===== config.mk =====
export PLATFORM = sky130hd
export DESIGN_NAME = systolic_array_driver_flat
export DESIGN_NICKNAME = d
export VERILOG_FILES = /design/src/rtl/systolic_array_driver_if.sv /design/src/rtl/systolic_array_driver.sv /design/src/flat_wrapper.sv
export SDC_FILE = /design/constraint.sdc
export NUM_CORES = 1
export LEC_CHECK = 0
export CELL_PAD_IN_SITES_DETAIL_PLACEMENT = 1
export CELL_PAD_IN_SITES_GLOBAL_PLACEMENT = 2
export CORE_MARGIN = 3
export CORE_UTILIZATION = 27
export CTS_CLUSTER_DIAMETER = 50
export DETAILED_ROUTE_END_ITERATION = 8
export PLACE_DENSITY = 0.8
export SYNTH_ARGS = -nofsm -noshare
export SYNTH_HDL_FRONTEND = slang
export SYNTH_SLANG_ARGS = --single-unit

===== constraint.sdc =====
create_clock -name clk -period 1.8 [get_ports clk]
set_clock_uncertainty 0.05 [all_clocks]
set_input_delay 0.36 -clock clk [delete_from_list [all_inputs] [get_ports clk]]
set_output_delay 0.36 -clock clk [all_outputs]
set_load 0.02 [all_outputs]

===== src/rtl/systolic_array_driver_if.sv =====
// Signal bundle between the systolic array driver, its weight/vector source and the array.
// The slave modport is the driver; the master modport is everything around it.
`timescale 1ns/1ps
interface systolic_array_driver_if #(
   parameter int SIZE       = 3,
   parameter int DATA_WIDTH = 16
);
   localparam int ADDR_WIDTH = $clog2(SIZE * SIZE);

   logic                       w_valid;
   logic                       w_ready;
   logic [DATA_WIDTH-1:0]      w_data;
   logic                       x_valid;
   logic                       x_ready;
   logic [SIZE*DATA_WIDTH-1:0] x_data;
   logic                       x_last;
   logic                       arr_load_weights;
   logic [DATA_WIDTH-1:0]      arr_weight_data;
   logic [ADDR_WIDTH-1:0]      arr_weight_mem;
   logic                       arr_start;
   logic [SIZE*DATA_WIDTH-1:0] arr_input_data;
   logic                       arr_done;
   logic                       busy;
   logic                       batch_done;

   modport slave (
      input  w_valid, w_data, x_valid, x_data, x_last, arr_done,
      output w_ready, x_ready, arr_load_weights, arr_weight_data, arr_weight_mem,
             arr_start, arr_input_data, busy, batch_done
   );

   modport master (
      output w_valid, w_data, x_valid, x_data, x_last, arr_done,
      input  w_ready, x_ready, arr_load_weights, arr_weight_data, arr_weight_mem,
             arr_start, arr_input_data, busy, batch_done
   );
endinterface


===== src/rtl/systolic_array_driver.sv =====
// Sequencer for a weight-stationary systolic array: loads SIZE*SIZE weights,
// pulses start, streams skewed input vectors, drains the skew with zeros and
// waits for the array's done flag before reporting batch completion.
// SIZE must be at least 2.
`timescale 1ns/1ps
module systolic_array_driver #(
   parameter int SIZE       = 3,
   parameter int DATA_WIDTH = 16
) (
   input logic                    clk,
   input logic                    reset_n,
   systolic_array_driver_if.slave bus
);
   localparam int ADDR_WIDTH  = $clog2(SIZE * SIZE);
   localparam int CNT_WIDTH   = ADDR_WIDTH + 1;
   localparam int DRAIN_LEN   = (SIZE - 1 > 2) ? SIZE - 1 : 2;
   localparam int DRAIN_WIDTH = $clog2(DRAIN_LEN);
   localparam logic [CNT_WIDTH-1:0]   W_LAST     = CNT_WIDTH'(SIZE * SIZE - 1);
   localparam logic [DRAIN_WIDTH-1:0] DRAIN_LAST = DRAIN_WIDTH'(DRAIN_LEN - 1);

   typedef enum logic [2:0] {
      IDLE,
      START,
      STREAM,
      DRAIN,
      WAIT_DONE
   } state_t;

   state_t                     state, state_next;
   logic [CNT_WIDTH-1:0]       w_cnt, w_cnt_next;
   logic [DRAIN_WIDTH-1:0]     drain_cnt, drain_cnt_next;
   logic                       w_accept, x_accept;
   logic                       start_next, done_next;
   logic                       w_ready_q, x_ready_q;
   logic                       load_q, start_q, done_q;
   logic [DATA_WIDTH-1:0]      weight_q;
   logic [ADDR_WIDTH-1:0]      addr_q;
   logic [SIZE*DATA_WIDTH-1:0] lane_out;

   // State register plus the weight and drain counters it owns.
   always_ff @(posedge clk or negedge reset_n) begin
      if (!reset_n) begin
         state     <= IDLE;
         w_cnt     <= '0;
         drain_cnt <= '0;
      end else begin
         state     <= state_next;
         w_cnt     <= w_cnt_next;
         drain_cnt <= drain_cnt_next;
      end
   end

   // Next-state decode; the ready registers gate acceptance, so a handshake only
   // counts in the state that owns that stream.
   always_comb begin
      state_next     = state;
      w_cnt_next     = w_cnt;
      drain_cnt_next = drain_cnt;
      w_accept       = 1'b0;
      x_accept       = 1'b0;
      start_next     = 1'b0;
      done_next      = 1'b0;
      case (state)
         IDLE: begin
            w_accept = bus.w_valid && w_ready_q;
            if (w_accept) begin
               if (w_cnt == W_LAST) begin
                  state_next = START;
                  w_cnt_next = '0;
                  start_next = 1'b1;
               end else begin
                  w_cnt_next = w_cnt + 1'b1;
               end
            end
         end
         START: begin
            state_next = STREAM;
         end
         STREAM: begin
            x_accept = bus.x_valid && x_ready_q;
            if (x_accept && bus.x_last) begin
               state_next     = DRAIN;
               drain_cnt_next = '0;
            end
         end
         DRAIN: begin
            if (drain_cnt == DRAIN_LAST) begin
               state_next     = WAIT_DONE;
               drain_cnt_next = '0;
            end else begin
               drain_cnt_next = drain_cnt + 1'b1;
            end
         end
         WAIT_DONE: begin
            if (bus.arr_done) begin
               done_next  = 1'b1;
               state_next = IDLE;
            end
         end
         default: begin
            state_next = IDLE;
         end
      endcase
   end

   // Registered outputs; readies come from the upcoming state so they are low in reset.
   always_ff @(posedge clk or negedge reset_n) begin
      if (!reset_n) begin
         w_ready_q <= 1'b0;
         x_ready_q <= 1'b0;
         load_q    <= 1'b0;
         start_q   <= 1'b0;
         done_q    <= 1'b0;
         weight_q  <= '0;
         addr_q    <= '0;
      end else begin
         w_ready_q <= (state_next == IDLE);
         x_ready_q <= (state_next == STREAM);
         load_q    <= w_accept;
         start_q   <= start_next;
         done_q    <= done_next;
         if (w_accept) begin
            weight_q <= bus.w_data;
            addr_q   <= w_cnt[ADDR_WIDTH-1:0];
         end
      end
   end

   // Lane i passes through i+1 registers, giving the diagonal skew; bubbles shift in zeros.
   for (genvar i = 0; i < SIZE; i++) begin : g_lane
      logic [DATA_WIDTH-1:0] pipe [0:i];

      // Per-lane delay line fed by the accepted vector or zero.
      always_ff @(posedge clk or negedge reset_n) begin
         if (!reset_n) begin
            for (int j = 0; j <= i; j++) pipe[j] <= '0;
         end else begin
            pipe[0] <= x_accept ? bus.x_data[i*DATA_WIDTH +: DATA_WIDTH] : '0;
            for (int j = 1; j <= i; j++) pipe[j] <= pipe[j-1];
         end
      end

      assign lane_out[i*DATA_WIDTH +: DATA_WIDTH] = pipe[i];
   end

   assign bus.w_ready          = w_ready_q;
   assign bus.x_ready          = x_ready_q;
   assign bus.arr_load_weights = load_q;
   assign bus.arr_weight_data  = weight_q;
   assign bus.arr_weight_mem   = addr_q;
   assign bus.arr_start        = start_q;
   assign bus.batch_done       = done_q;
   assign bus.arr_input_data   = lane_out;
   assign bus.busy             = (state != IDLE) || (w_cnt != '0);
endmodule

===== src/flat_wrapper.sv =====
// flat-port wrapper written by rule: the top's interface ports become plain ports
module systolic_array_driver_flat 
#(
   parameter int SIZE       = 3,
   parameter int DATA_WIDTH = 16
)
  (clk, reset_n, bus_w_valid, bus_w_data, bus_x_valid, bus_x_data, bus_x_last, bus_arr_done, bus_w_ready, bus_x_ready, bus_arr_load_weights, bus_arr_weight_data, bus_arr_weight_mem, bus_arr_start, bus_arr_input_data, bus_busy, bus_batch_done);
  systolic_array_driver_if #(.SIZE(SIZE), .DATA_WIDTH(DATA_WIDTH)) bus_i ();
  input logic clk;
  input logic reset_n;
  input wire logic [$bits(bus_i.w_valid)-1:0] bus_w_valid;
  input wire logic [$bits(bus_i.w_data)-1:0] bus_w_data;
  input wire logic [$bits(bus_i.x_valid)-1:0] bus_x_valid;
  input wire logic [$bits(bus_i.x_data)-1:0] bus_x_data;
  input wire logic [$bits(bus_i.x_last)-1:0] bus_x_last;
  input wire logic [$bits(bus_i.arr_done)-1:0] bus_arr_done;
  output wire logic [$bits(bus_i.w_ready)-1:0] bus_w_ready;
  output wire logic [$bits(bus_i.x_ready)-1:0] bus_x_ready;
  output wire logic [$bits(bus_i.arr_load_weights)-1:0] bus_arr_load_weights;
  output wire logic [$bits(bus_i.arr_weight_data)-1:0] bus_arr_weight_data;
  output wire logic [$bits(bus_i.arr_weight_mem)-1:0] bus_arr_weight_mem;
  output wire logic [$bits(bus_i.arr_start)-1:0] bus_arr_start;
  output wire logic [$bits(bus_i.arr_input_data)-1:0] bus_arr_input_data;
  output wire logic [$bits(bus_i.busy)-1:0] bus_busy;
  output wire logic [$bits(bus_i.batch_done)-1:0] bus_batch_done;
  assign bus_i.w_valid = bus_w_valid;
  assign bus_i.w_data = bus_w_data;
  assign bus_i.x_valid = bus_x_valid;
  assign bus_i.x_data = bus_x_data;
  assign bus_i.x_last = bus_x_last;
  assign bus_i.arr_done = bus_arr_done;
  assign bus_w_ready = bus_i.w_ready;
  assign bus_x_ready = bus_i.x_ready;
  assign bus_arr_load_weights = bus_i.arr_load_weights;
  assign bus_arr_weight_data = bus_i.arr_weight_data;
  assign bus_arr_weight_mem = bus_i.arr_weight_mem;
  assign bus_arr_start = bus_i.arr_start;
  assign bus_arr_input_data = bus_i.arr_input_data;
  assign bus_busy = bus_i.busy;
  assign bus_batch_done = bus_i.batch_done;
  systolic_array_driver #(.SIZE(SIZE), .DATA_WIDTH(DATA_WIDTH)) u_core (.clk(clk), .reset_n(reset_n), .bus(bus_i));
endmodule

# Word-level counts from Yosys, hierarchy flattened
# Index checks and enable logic that the tools add are counted.
dict set report totals {
  ff_bits 130
  input_bits 70
  out_inout_bits 74
  wordCells 56
}
dict set report op_classes {
  add_sub_neg 2
  n_eq_ne 7
  muxes 20
  n_reduce_logical 11
}
# cell n
set op_table {}
lappend op_table {{2-to-1 mux 16 bit} 3}
lappend op_table {{2-to-1 mux 3 bit} 5}
lappend op_table {{case mux 3 bit (5 select lines)} 1}
lappend op_table {{== test 3 x 2 -> 1 bit (second input constant)} 3}
lappend op_table {{2-to-1 mux 1 bit} 9}
lappend op_table {{zero test 3 bit} 2}
lappend op_table {{adder 5 x 1 -> 5 bit (second input constant)} 1}
lappend op_table {{== test 5 x 4 -> 1 bit (second input constant)} 1}
lappend op_table {{2-to-1 mux 5 bit} 1}
lappend op_table {{nonzero test 5 bit} 1}
lappend op_table {{AND reduction 2 bit} 2}
lappend op_table {{== test 3 x 1 -> 1 bit (second input constant)} 1}
lappend op_table {{== test 3 bit (second input constant)} 1}
lappend op_table {{logical AND 1 bit} 3}
lappend op_table {{nonzero test 3 bit} 1}
lappend op_table {{inequality test 2 x 1 -> 1 bit (second input constant)} 1}
lappend op_table {{case mux 1 bit (2 select lines)} 1}
lappend op_table {{nonzero test 2 bit} 1}
lappend op_table {{adder 1 bit (second input constant)} 1}
lappend op_table {{logical OR 1 bit} 1}

# Logic depth before layout (Yosys ltp)
dict set report depth {
  word_depth 5
  depth_mapped 5
  ltp_nobuf 5
}

# Worst setup path before layout
# Ideal clock, no wire load.
dict set report synth_path {
  kind {reg-to-output}
  start {register u_core.w_cnt[0]}
  end {output bus_busy}
  t_arrival_ns 1.468
  required_time_ns 1.390
  slack_ns -0.078
  path_stages_with_launch 5
  path_cell_list {dfrtp_1 > inv_1 > ha_1 > or3b_2 > or3_1}
}
dict set report synth_via {
  elab_chain_cells 2
}
# item line
set synth_lines {}
lappend synth_lines {{from (decl)} systolic_array_driver.sv:30} ;# logic [CNT_WIDTH-1:0] w_cnt, w_cnt_next;
lappend synth_lines {{from (signal assigned)} systolic_array_driver.sv:48} ;# w_cnt <= w_cnt_next;
lappend synth_lines {{nonzero test 5 bit} systolic_array_driver.sv:154} ;# assign bus.busy = (state != IDLE) || (w_cnt != '0);
lappend synth_lines {{logical OR 1 bit} systolic_array_driver.sv:154}
lappend synth_lines {{to (decl)} flat_wrapper.sv:24} ;# output wire logic [$bits(bus_i.busy)-1:0] bus_busy;
# Every way passes these cells.

# Final worst setup path
# Ends and elaborated chain as after synthesis.

==> flow_summary.json <==
{
  "run_status": "finished with violations",
  "violations": "setup timing",
  "cts.sinks": 130,
  "clock_path_buffers": 2,
  "first_pass_iters": 4,
  "crit_path_top_delay_cell": "dfrtp_1",
  "antenna_found_initial": 0,
  "fin_nets": 502,
  "arrival_ns": 1.85,
  "mostFrequentLayoutCells": "dfrtp_1, clkdlybuf4s50_1, and2_1, dlymetal6s2s_1, mux2_4",
  "final_common_cell": "dfrtp_1",
  "place_area_um2": 5970,
  "cap_violations": 0,
  "ys_seq_area_frac": 0.744,
  "fin_area_um2": 6860,
  "ant_nets": 0,
  "hold_class": "reg2reg",
  "setup_ws_ns": -0.463,
  "grt_setup_unrepaired": "true",
  "cp_max_fo": 3,
  "die_height_um": 133,
  "drcViolationCount": 0,
  "die_x_um": 133,
  "port_buffers": 143,
  "power.leakage_uw": 0.00358,
  "grt_pass1_wl_um": 15900,
  "dp_hpwl_um": 6970,
  "worstPathRequired_ns": 1.39,
  "cts-htree-levels": 4,
  "async_reset_ff_frac": 1.00,
  "start_kind": "flip-flop",
  "synth_nets": 356,
  "ys.flop_type": "dfrtp_1",
  "gp_congestion": 0.732,
  "synth_edf_count": 0,
  "grt_pass1_vias": 2981,
  "ys_seq_elements": 130,
  "cts_tree": "yes",
  "vias": 2611,
  "p_per_area_nw_per_um2": 1560,
  "clkTransAtPathRegs_ns": 0.06,
  "drive_gt1_frac": 0.187,
  "grt_remaining_overflow": 0,
  "finalSetupViolCount": 21,
  "dieArea_um2": 17800,
  "num-fill-cells": 1584,
  "ir_drop_mv": 0.655,
  "drt_iter0_markers": 105,
  "maxSlewViolCount": 0,
  "relSlewSlack": 0.637,
  "areaGrowthSynthToFinish_pct": 56.9,
  "worst_pin_slew_ns": 0.541,
  "dp_cells": 614,
  "netlist_instances": 284,
  "netlist_area_um2": 4370,
  "synth_top_cell_area_share": 0.744,
  "diodes": 0,
  "grt_start_max_net_pins": 49,
  "finalHoldViolCount": 0,
  "start_util": 0.281,
  "drt-total-wl_um": 10000,
  "syn_avg_cell_area_um2": 15.4,
  "crit_chain": "inv_2 -> ha_4 -> or3b_4 -> or3_4 -> buf_6",
  "synth.area.top_cells": "dfrtp_1, and2_1, buf_4, mux2_2, mux2_1",
  "critPathMaxStageDelay_ns": 0.38,
  "rows": 45,
  "clock.fmax_mhz": 442,
  "vias_per_cell": 3.99,
  "min_period_ns": 2.26,
  "final_cells": 654,
  "clk_latency_ns": 0.40,
  "synth.distinct_cells": 34,
  "whs_ns": 0.294,
  "io_pins": 144,
  "crit_path_end_kind": "primary output",
  "totalPowerFinal_uw": 10700,
  "cts_inserted_buffers": 17,
  "core-area_um2": 15500,
  "post_drt_wl_per_cell_um": 15.4,
  "final_util": 0.442,
  "grt_usage": 0.116,
  "post-route-period-util": 1.26,
  "yosys.area.top_type": "dfrtp_1",
  "cts_root_buf": "clkbuf_16",
  "yosysWarnings": 0,
  "path_class": "reg2out"
}
## per-stage QoR
step,setup WS (ns),setup TNS (ns)
after global routing,-0.551,-3.50
after global placement,-0.487,-0.487
after CTS,-0.549,-1.19
final,-0.463,-2.12
after detailed placement,-0.534,-0.752
after floorplan,0.0175,0
## metal layers
metal | global-route usage | wire length, µm | up-vias
li1 | - | - | 1186
met1 | 0.126 | 3920 | 1331
met2 | 0.200 | 5310 | 80
met3 | 0.0472 | 645 | 14
met4 | 0.0520 | 178 | 0
met5 | 0 | 0 | -
## cell type report
cell class / count / area [µm²] / share of cell area
clock inverter: 12 / 158 / 0.0230
timing repair buffer: 167 / 1800 / 0.263
sequential: 130 / 3250 / 0.474
tap: 211 / 264 / 0.0385
inverter: 5 / 18.8 / 0.00274
clock buffer: 20 / 437 / 0.0636
multi-input combinational: 109 / 928 / 0.135
## power by group
part	switching, µW	internal, µW	total (µW)
clock	1230	2180	3410
sequential	305	3690	4000
combinational	1540	1740	3280
## critical path: cells and delay by family (launching register included)
kind                       cells  cell delay (ns)
adders and majority gates      1             0.13
buffers and inverters          2             0.23
DFF                            1             0.38
and+or+nand+nor                2             0.71
## synth_stat cells, types with 3 or more instances
| library cell | n |
|---|---|
| and2_1 | 49 |
| buf_4 | 32 |
| clkbuf_1 | 5 |
| dfrtp_1 | 130 |
| inv_1 | 5 |
| mux2_1 | 5 |
| mux2_2 | 15 |
| nand3_1 | 3 |
| nor3_1 | 3 |
| o21ai_0 | 4 |
## state kept, by name (all words and copies together), names as in the netlist, 3 cells and up
signal and cells:
u_core.bus.arr_input_data 32, u_core.bus.arr_weight_data 16, u_core.bus.arr_weight_mem 4, u_core.g_lane.pipe 64, u_core.state 3, u_core.w_cnt 5
## cell families after synthesis
| family | share of synthesized area |
|---|---|
| DFF | 0.744 |
| and+or+nand+nor | 0.110 |
| buffers and inverters | 0.0698 |
| adders and majority gates | 0.00572 |
| AOI/OAI and AO/OA | 0.0149 |
| muxes | 0.0538 |
| xor gates and xnor gates | 0.00200 |
## repair_timing
item | 4_1_cts | 5_1_grt
hold buffers | 1 | 0
gates resized for setup | 30 | 50
pin swaps | 2 | 3
endpoints found under the hold margin | 40 | 0
setup endpoints to repair | 25 | 54
cloned | 1 | 1
buffers inserted | 3 | 4
## worst paths after layout
path / from / end / slack, ns / depth (start not counted)
worst min register to register: u_core.g_lane[2].pipe[45]$_DFF_PN0_ / u_core.g_lane[2].pipe[29]$_DFF_PN0_ / 0.29 / 0
max in group asynchronous: reset_n / u_core.g_lane[1].pipe[30]$_DFF_PN0_ / 0.71 / 3
min in group asynchronous: reset_n / u_core.g_lane[1].pipe[25]$_DFF_PN0_ / 0.40 / 2
worst max-delay path: u_core.w_cnt[0]$_DFFE_PN0P_ / bus_busy / -0.46 / 5
worst max register to register: u_core.state[1]$_DFF_PN0_ / u_core.bus.arr_weight_data[9]$_DFFE_PN0P_ / -0.14 / 7
worst min-delay path: u_core.g_lane[2].pipe[45]$_DFF_PN0_ / u_core.g_lane[2].pipe[29]$_DFF_PN0_ / 0.29 / 0
Power figures use the tool's default switching activity.
